`config.mk`:
```
export PLATFORM = sky130hd
export DESIGN_NAME = alu_selftest
export DESIGN_NICKNAME = d
export VERILOG_FILES = /design/src/rtl/alu_pkg.sv /design/src/rtl/alu_selftest_rom.sv /design/src/rtl/alu_selftest.sv
export SDC_FILE = /design/constraint.sdc
export NUM_CORES = 1
export LEC_CHECK = 0
export BUFFER_PORTS_ARGS = -buffer_cell sky130_fd_sc_hd__buf_2
export CAP_MARGIN = 20
export CORE_UTILIZATION = 25
export CTS_CLUSTER_DIAMETER = 150
export CTS_CLUSTER_SIZE = 10
export DETAILED_ROUTE_END_ITERATION = 8
export PLACE_DENSITY = 0.49
export SLEW_MARGIN = 20
export SYNTH_ARGS = -nofsm -noshare
export SYNTH_HDL_FRONTEND = slang
export SYNTH_SLANG_ARGS = --single-unit
```
`constraint.sdc`:
```
create_clock -name clk -period 3.08 [get_ports clk]
set_input_delay 0.154 -clock clk [delete_from_list [all_inputs] [get_ports clk]]
set_output_delay 0.154 -clock clk [all_outputs]
set_load 0.1 [all_outputs]
```
`src/rtl/alu_pkg.sv`:
```
// Shared ALU definitions: opcode encodings, the self-test vector record and the
// default vector table. The ALU under test and the self-test engine both use it.
package alu_pkg;

  localparam logic [5:0] ALU_ADD   = 6'b000000;
  localparam logic [5:0] ALU_SUB   = 6'b000001;
  localparam logic [5:0] ALU_AND   = 6'b011000;
  localparam logic [5:0] ALU_OR    = 6'b011110;
  localparam logic [5:0] ALU_XOR   = 6'b010110;
  localparam logic [5:0] ALU_NOR   = 6'b010001;
  localparam logic [5:0] ALU_PASSA = 6'b011010;
  localparam logic [5:0] ALU_SLL   = 6'b100000;
  localparam logic [5:0] ALU_SRL   = 6'b100001;
  localparam logic [5:0] ALU_SRA   = 6'b100011;
  localparam logic [5:0] ALU_EQ    = 6'b110011;
  localparam logic [5:0] ALU_NEQ   = 6'b110001;
  localparam logic [5:0] ALU_LT    = 6'b110101;
  localparam logic [5:0] ALU_LEZ   = 6'b111101;
  localparam logic [5:0] ALU_GTZ   = 6'b111111;

  localparam logic [5:0] FAIL_MAX = 6'd63;

  typedef struct packed {
    logic [31:0] a;
    logic [31:0] b;
    logic [5:0]  alufun;
    logic        sign;
    logic [31:0] exp_z;
    logic        exp_zero;
    logic        exp_v;
    logic        exp_n;
    logic        chk_v;
  } alu_vec_t;

  localparam int DEFAULT_VECS = 16;

  // Shifts carry shamt in a[4:0] and the shifted operand in b; compares yield {31'b0, cond}.
  // Vectors 0..2 all have exp_z[0]=1 so a bit-0 stuck-at-1 first shows up at vector 3.
  localparam alu_vec_t VEC_TABLE [DEFAULT_VECS] = '{
    '{32'h0000_0005, 32'h0000_0099, ALU_AND,   1'b0, 32'h0000_0001, 1'b0, 1'b0, 1'b0, 1'b0},
    '{32'h0000_F0F0, 32'h0000_000F, ALU_OR,    1'b0, 32'h0000_F0FF, 1'b0, 1'b0, 1'b0, 1'b0},
    '{32'hFFFF_0000, 32'h0F0F_0F0F, ALU_XOR,   1'b0, 32'hF0F0_0F0F, 1'b0, 1'b0, 1'b1, 1'b0},
    '{32'h8000_0001, 32'h0000_000F, ALU_SUB,   1'b0, 32'h7FFF_FFF2, 1'b0, 1'b0, 1'b0, 1'b1},
    '{32'h7FFF_FFFF, 32'h7000_0000, ALU_ADD,   1'b1, 32'hEFFF_FFFF, 1'b0, 1'b1, 1'b1, 1'b1},
    '{32'h0F0F_0F0F, 32'hF0F0_F0F0, ALU_NOR,   1'b0, 32'h0000_0000, 1'b1, 1'b0, 1'b0, 1'b0},
    '{32'h1234_5678, 32'hDEAD_BEEF, ALU_PASSA, 1'b0, 32'h1234_5678, 1'b0, 1'b0, 1'b0, 1'b0},
    '{32'h0000_0004, 32'h0000_0001, ALU_SLL,   1'b0, 32'h0000_0010, 1'b0, 1'b0, 1'b0, 1'b0},
    '{32'h0000_0008, 32'h8000_0000, ALU_SRL,   1'b0, 32'h0080_0000, 1'b0, 1'b0, 1'b0, 1'b0},
    '{32'h0000_0002, 32'hFFFF_FFF9, ALU_SRA,   1'b0, 32'hFFFF_FFFE, 1'b0, 1'b0, 1'b1, 1'b0},
    '{32'h0000_0055, 32'h0000_0055, ALU_EQ,    1'b0, 32'h0000_0001, 1'b0, 1'b0, 1'b0, 1'b0},
    '{32'h0000_0055, 32'h0000_0055, ALU_NEQ,   1'b0, 32'h0000_0000, 1'b1, 1'b0, 1'b0, 1'b0},
    '{32'hFFFF_FFF9, 32'h0000_000A, ALU_LT,    1'b1, 32'h0000_0001, 1'b0, 1'b0, 1'b0, 1'b0},
    '{32'h0000_0000, 32'h0000_0000, ALU_LEZ,   1'b1, 32'h0000_0001, 1'b0, 1'b0, 1'b0, 1'b0},
    '{32'h8000_0000, 32'h0000_0000, ALU_GTZ,   1'b1, 32'h0000_0000, 1'b1, 1'b0, 1'b0, 1'b0},
    '{32'hFFFF_FFFF, 32'h0000_0001, ALU_ADD,   1'b0, 32'h0000_0000, 1'b1, 1'b0, 1'b0, 1'b1}
  };

endpackage

```
`src/rtl/alu_selftest_rom.sv`:
```
// Combinational vector table lookup; indices past the default table wrap around it.
module alu_vec_rom
  import alu_pkg::*;
(
  input  logic [4:0] idx,
  output alu_vec_t   vec
);

  assign vec = VEC_TABLE[4'(idx % 5'(DEFAULT_VECS))];

endmodule

```
`src/rtl/alu_selftest.sv`:
```
// ALU built-in self-test engine: drives each table vector to the ALU, checks the
// combinational result one cycle later and reports pass / fail count / first failure.
module alu_selftest
  import alu_pkg::*;
#(
  parameter int NUM_VEC      = 16,
  parameter bit STOP_ON_FAIL = 1'b0
) (
  input  logic        clk,
  input  logic        reset,
  input  logic        start,
  output logic [31:0] A,
  output logic [31:0] B,
  output logic [5:0]  ALUFun,
  output logic        Sign,
  input  logic [31:0] Z,
  input  logic        Zero,
  input  logic        V,
  input  logic        N,
  output logic        busy,
  output logic        done,
  output logic        pass,
  output logic [5:0]  fail_count,
  output logic [4:0]  fail_index
);

  typedef enum logic [1:0] {S_IDLE, S_DRIVE, S_CHECK, S_FINISH} state_t;

  state_t     state;
  logic [4:0] vec_idx;
  alu_vec_t   vec;
  logic       mismatch;
  logic       last_vec;

  alu_vec_rom u_rom (
    .idx (vec_idx),
    .vec (vec)
  );

  // vec_idx is stable from DRIVE through CHECK, so vec still describes the driven operands.
  always_comb begin
    mismatch = (Z != vec.exp_z) || (Zero != vec.exp_zero) || (N != vec.exp_n) ||
               (vec.chk_v && (V != vec.exp_v));
    last_vec = (vec_idx == 5'(NUM_VEC - 1));
  end

  always_ff @(posedge clk) begin
    if (!reset) begin
      state      <= S_IDLE;
      vec_idx    <= '0;
      A          <= '0;
      B          <= '0;
      ALUFun     <= ALU_ADD;
      Sign       <= 1'b0;
      busy       <= 1'b0;
      done       <= 1'b0;
      pass       <= 1'b0;
      fail_count <= '0;
      fail_index <= '0;
    end else begin
      // NOTE: non-blocking assignments throughout, so every branch reads the
      // pre-edge fail_count/vec_idx regardless of statement order.
      done <= 1'b0;
      case (state)
        S_IDLE: begin
          if (start) begin
            state      <= S_DRIVE;
            vec_idx    <= '0;
            busy       <= 1'b1;
            pass       <= 1'b0;
            fail_count <= '0;
            fail_index <= '0;
          end
        end
        S_DRIVE: begin
          A      <= vec.a;
          B      <= vec.b;
          ALUFun <= vec.alufun;
          Sign   <= vec.sign;
          state  <= S_CHECK;
        end
        S_CHECK: begin
          if (mismatch) begin
            if (fail_count != FAIL_MAX) fail_count <= fail_count + 6'd1;
            if (fail_count == '0)       fail_index <= vec_idx;
          end
          if (last_vec || (STOP_ON_FAIL && mismatch)) begin
            state <= S_FINISH;
          end else begin
            vec_idx <= vec_idx + 5'd1;
            state   <= S_DRIVE;
          end
        end
        S_FINISH: begin
          done  <= 1'b1;
          busy  <= 1'b0;
          pass  <= (fail_count == '0);
          state <= S_IDLE;
        end
        default: state <= S_IDLE;
      endcase
    end
  end

endmodule
```
---- Word level (Yosys, flattened, before mapping) ----
Memories as Yosys holds them, arrays and structs flattened.
Index checks and enable logic that the tools add are counted.
operators by class
  add/sub/neg operators ................... 2
  order comparisons ....................... 1
  eq/ne operators ......................... 14
  multiplexer cells ....................... 20
  bitwise logic cells ..................... 1
  reduce and logical (&&, ||, !) cells .... 12
operators by type and width
  kind                   count
  $mux W107              2
  $ne A32 B32 Y1         1
  $mux W5                4
  $pmux W5 S2            2
  $mux W6                3
  $pmux W6 S2            1
  $ne A2 B2 Y1 const B   5
  $pmux W2 S4            1
  $reduce_and A4 Y1      2
  $add A6 B1 Y6 const B  1
  $logic_not A6 Y1       1
  $ne A6 B6 Y1 const B   1
  $add A5 B1 Y5 const B  1
  $eq A5 B4 Y1 const B   1
  $ge A5 B5 Y1 const B   1
  $not A4 Y5             1
  $eq A2 B2 Y1 const B   2
  $mux W2                2
  $pmux W1 S2            2
  $reduce_bool A2 Y1     2
  $logic_or A1 B1 Y1     3
  $mux W1                3
  $ne A1 B1 Y1           3
  $reduce_and A3 Y1      1
  other kinds (4)        4
storage, ports and cells
  bits in registers ....................... 92
  memory bits (read-only) ................. 1712
  memories kept ........................... 1
memories
  name             depth  bits a word  read ports  clocked after memory_dff  wr ports  line                   source
  (no name shown)  16     107          1           0                         0         alu_selftest_rom.sv:9  assign vec = VEC_TABLE[4'(idx % 5'(DEFAULT_VECS))];

---- Depth between registers and ports, before layout ----
  depth in word-level cells ............... 10
  depth in mapped cells ................... 15
  gate-level depth less buffers ........... 10

---- By module ----
A second synthesis with hierarchy kept.
second synthesis, totals
  cell total of the unflattened synthesis .. 681
  area total of the unflattened synthesis .. 5157.4 um^2
by module, submodules not included
  module        times used  cells each  area an instance (um^2)  seq. area each (um^2)
  alu_selftest  1           478         3839.9                   1841.8
  alu_vec_rom   1           203         1317.5                   0.0

---- Worst setup path before layout ----
No wires, ideal clock.
  path kind ............................... flip-flop to flip-flop
  start point ............................. reg vec_idx[1]
  end point ............................... reg fail_index[0]
  library setup time ...................... 72 ps
  arrival ................................. 3140 ps
  slack ................................... -132 ps
  cell stages (with the launch flop) ...... 16
  path buffers ............................ 5
  period minus slack after synthesis ...... 3212 ps
  cells stage by stage .................... dfxtp_1 > buf_2 > buf_1 > inv_1 > ha_1 > buf_6 > nand2_4 > a21oi_2 > buf_4 > nor4_1 > o21ai_0 > a2111oi_0 > nor4b_4 > a211o_1 > buf_6 > mux2i_1
on the way
  word-level cells in the longest chain between the ends .. 10
RTL lines
  item                                               line                   source
  start, declared                                    alu_selftest.sv:30     logic [4:0] vec_idx;
  start signal, assigned                             alu_selftest.sv:90     vec_idx <= vec_idx + 5'd1;
  $not A4 Y5 (not written as such) (*)               alu_selftest_rom.sv:9
  $mem_v2 Z16 W107 (*)                               n/a
  $mux W107 (not written as such) (*) (2 in series)  alu_selftest_rom.sv:9
  $ne A32 B32 Y1 or $ne A1 B1 Y1 (tied branches)     alu_selftest.sv:42     mismatch = (Z != vec.exp_z) || (Zero != vec.exp_zero) || (N != vec.exp_n) ||
  $logic_or A1 B1 Y1 (2 in series)                   alu_selftest.sv:42
  $logic_or A1 B1 Y1 (*)                             alu_selftest.sv:42
  $ne A2 B2 Y1 (no line) (*)                         n/a
  $reduce_and A4 Y1 (no line) (*)                    n/a
  end signal, assigned                               alu_selftest.sv:85     if (fail_count == '0) fail_index <= vec_idx;
  end, declared                                      alu_selftest.sv:24     output logic [4:0] fail_index
Every way passes the cells marked *; elsewhere a longest branch is shown, timed or not. The select of a mux whose other input is x is not followed.
A chain may end at the register's enable or synchronous reset.

---- Final worst setup path ----
  start point ............................. reg vec_idx[1]
  end point ............................... reg fail_index[1]
on the way
  word-level cells in the longest chain between the ends .. 10
RTL lines
  item                                            line
  $not A4 Y5 (not written as such)                alu_selftest_rom.sv:9
  $mem_v2 Z16 W107                                n/a
  $mux W107 (not written as such) (2 in series)   alu_selftest_rom.sv:9
  $ne A32 B32 Y1 or $ne A1 B1 Y1 (tied branches)  alu_selftest.sv:42
  $logic_or A1 B1 Y1 (3 in series)                alu_selftest.sv:42
  $ne A2 B2 Y1 (no line)                          n/a
  $reduce_and A4 Y1 (no line)                     n/a
Parallel ways exist; a longest one is shown, timed or not. The select of a mux whose other input is x is not followed.

==> run summary <==
Die X: 124 um
RSZ-0062 raised after global routing: false
Htree depth: 2
Design Power: 2.12 mW
Iteration-0 DRC Markers: 219
EDFF count, synth: 0
Distinct cells, synth: 61
TritonCTS Buffers: 5
Routed vias: 3773
Required time of the critical path: 3.30 ns
Leakage: 1.99 nW
Primary FF master, synth: dfxtp_1
Critical Path Start Type: flop
Post-synth net total: 529
Min Tclk post-route: 2.95 ns
Hold crit path type: input pin to flop
Seq/Total Area, Yosys: 0.301
WP data arrival: 3.17 ns
F_max: 0.339 GHz
Largest net degree at the start of global routing: 32
Global-route wire length before repair: 18300 um
HPWL Detailed: 8960 um
CP max FO: 10
CTS max path bufs: 2
Antenna violations before repair: 0
Final Cycle Share: 0.958
Avg WL per Cell: 15.6 um
Fin util: 0.309
Setup crit end kind: flop
Vias in the first global route: 3450
TNS Setup: 0 ns
DR DRC count: 0
Max-slew headroom: 0.464
Setup Skew: 0.00777 ns
Nets: 611
Post-synthesis average cell area: 7.74 um2
GR Overflow Total: 0
First-pass iteration count of the detailed router: 5
Core Box Area: 0.0145 mm2
Run status: complete, no violations
Die H: 124 um
Cell Area, Synth: 0.00372 mm2
Initial core utilization: 0.256
I/O pin cnt: 123
Max Cap Violations: 0
Clk slew on worst S/H paths: 0.07 ns
Root buf cell: clkbuf_16
Yosys warns: 0
Kind of critical path: flop to flop
Worst-Margin Slew: 0.803 ns
Ys async rst share: 0
Diodes inserted: 0
Final wirelength: 11700 um
Share of cells above drive strength 1: 0.316
Placer Congestion: 0.880
Site Rows: 44
Total die area: 0.0154 mm2
Later-pin clock latency in the skew report: 0.29 ns
Final ANT Viol Nets: 0
CTS tree: yes
Post-Synthesis Cells: 481
Vias per cell: 5.04
Number of port buffers: 122
#FFs+latches synth: 56
Peak supply drop: 0.200 mV
Tot GR Track Use: 0.153
Max-slew violations: 0
Setup violators final: 0
Final hold viol count: 0
CTS hold repair buffers: 0
Syn-to-layout area delta: 20.7%
PwrDens: 471 mW/mm2
Clock sink count: 56
==> cell usage in the layout (no fill, tap or decap), types with 10 or more instances in the layout <==
master    count
buf_2       122
a211oi_1     11
a21oi_1      43
nand2_1      58
inv_1        10
mux2i_1      11
dfxtp_1      55
nor2_1       45
o21ai_0      27
o211ai_1     12
buf_4        22
==> critical path, cell delays in order, from the launching register on <==
cell and delay [ns]:
dfxtp_1 0.35, inv_1 0.12, ha_1 0.29, nand2_4 0.18
a21oi_2 0.12, or4_1 0.49, a22oi_1 0.22, o211ai_1 0.17
nor4b_4 0.41, a211o_1 0.30, mux2i_1 0.22
==> metrics by stage <==
| step | instances | cell area [um2] | setup slack (ns) | hold WS [ns] |
|---|---|---|---|---|
| detailed placement | 738 | 4280 | 0.0494 | 0.442 |
| floorplan | 481 | 3720 | 0.00748 | 0.307 |
| global placement | 738 | 4280 | 0.0843 | 0.440 |
| finish | 748 | 4490 | 0.130 | 0.140 |
| global route | 748 | 4490 | 0.000560 | 0.151 |
| CTS | 746 | 4440 | 0.0141 | 0.137 |
==> cell families after synthesis <==
kind of cell,share of synthesized area
AO/OA/AOI/OAI,0.255
XOR/XNOR,0.0141
AND/OR/NAND/NOR,0.226
buffers and inverters,0.134
flip-flops,0.301
multiplexers,0.0356
adder cells (fa/ha/maj),0.0336
==> cells in the mapped netlist, types with 4 or more instances <==
| cell type | n | area (um2) |
|---|---|---|
| a211oi_1 | 11 | 82.6 |
| a21oi_1 | 43 | 215 |
| a22oi_1 | 4 | 30.0 |
| a31oi_1 | 8 | 50.1 |
| buf_1 | 5 | 18.8 |
| buf_2 | 6 | 30.0 |
| buf_4 | 39 | 293 |
| buf_6 | 4 | 45.0 |
| clkbuf_1 | 17 | 63.8 |
| dfxtp_1 | 56 | 1120 |
| ha_1 | 10 | 125 |
| inv_1 | 10 | 37.5 |
| mux2i_1 | 11 | 110 |
| nand2_1 | 58 | 218 |
| nand2b_1 | 10 | 62.6 |
| nand3_1 | 9 | 45.0 |
| nand3b_1 | 4 | 30.0 |
| nand4_1 | 4 | 25.0 |
| nor2_1 | 45 | 169 |
| nor2b_1 | 4 | 25.0 |
| nor3_1 | 7 | 35.0 |
| nor4_1 | 4 | 25.0 |
| o211ai_1 | 12 | 90.1 |
| o21ai_0 | 27 | 135 |
| or2_2 | 4 | 25.0 |
| or4_1 | 8 | 60.1 |
==> state kept, by name (all words and copies together), names as in the netlist <==
name,cells
A,14
busy,1
state,2
pass,1
Sign,1
done,1
fail_count,6
vec_idx,5
B,14
ALUFun,6
fail_index,5
==> power by group <==
| part | switching [mW] | total, mW | leakage, nW | internal, mW |
|---|---|---|---|---|
| Sequential | 0.0260 | 0.782 | 0.457 | 0.756 |
| Combinational | 0.570 | 0.693 | 1.45 | 0.123 |
| Clock | 0.257 | 0.640 | 0.0808 | 0.383 |
==> area by class of cell <==
type / count / area (um2)
Multi-Input combinational cell: 342 / 2140
Fill cell: 1592 / 10000
Clock buffer: 6 / 129
Timing Repair Buffer: 145 / 787
Clock inverter: 2 / 35.0
Sequential cell: 56 / 1120
Inverter: 13 / 48.8
Tap cell: 184 / 230
==> per-layer routing <==
layer  global-route usage  part of all wire  vias up  wire length [um]
met4               0.0365            0.0081        0                95
met3               0.0206             0.050        7               584
met2                0.253              0.47      117              5530
met1                0.209              0.47     1773              5470
met5                    0                 0        -                 0
li1                     -                 -     1876                 -
==> worst paths after layout <==
path,from,end,slack (ns),cells past startpoint
max,vec_idx[1],fail_index[1],0.13,10
min reg2reg,ALUFun[0],ALUFun[0],0.46,2
max reg2reg,vec_idx[1],fail_index[1],0.13,10
min,start,state[0],0.14,3
==> what timing repair did <==
action	4_1_cts	5_1_grt
setup endpoints to repair	0	11
gates resized for setup	0	9
setup buffers	0	1
Power figures use the tool's default switching activity.
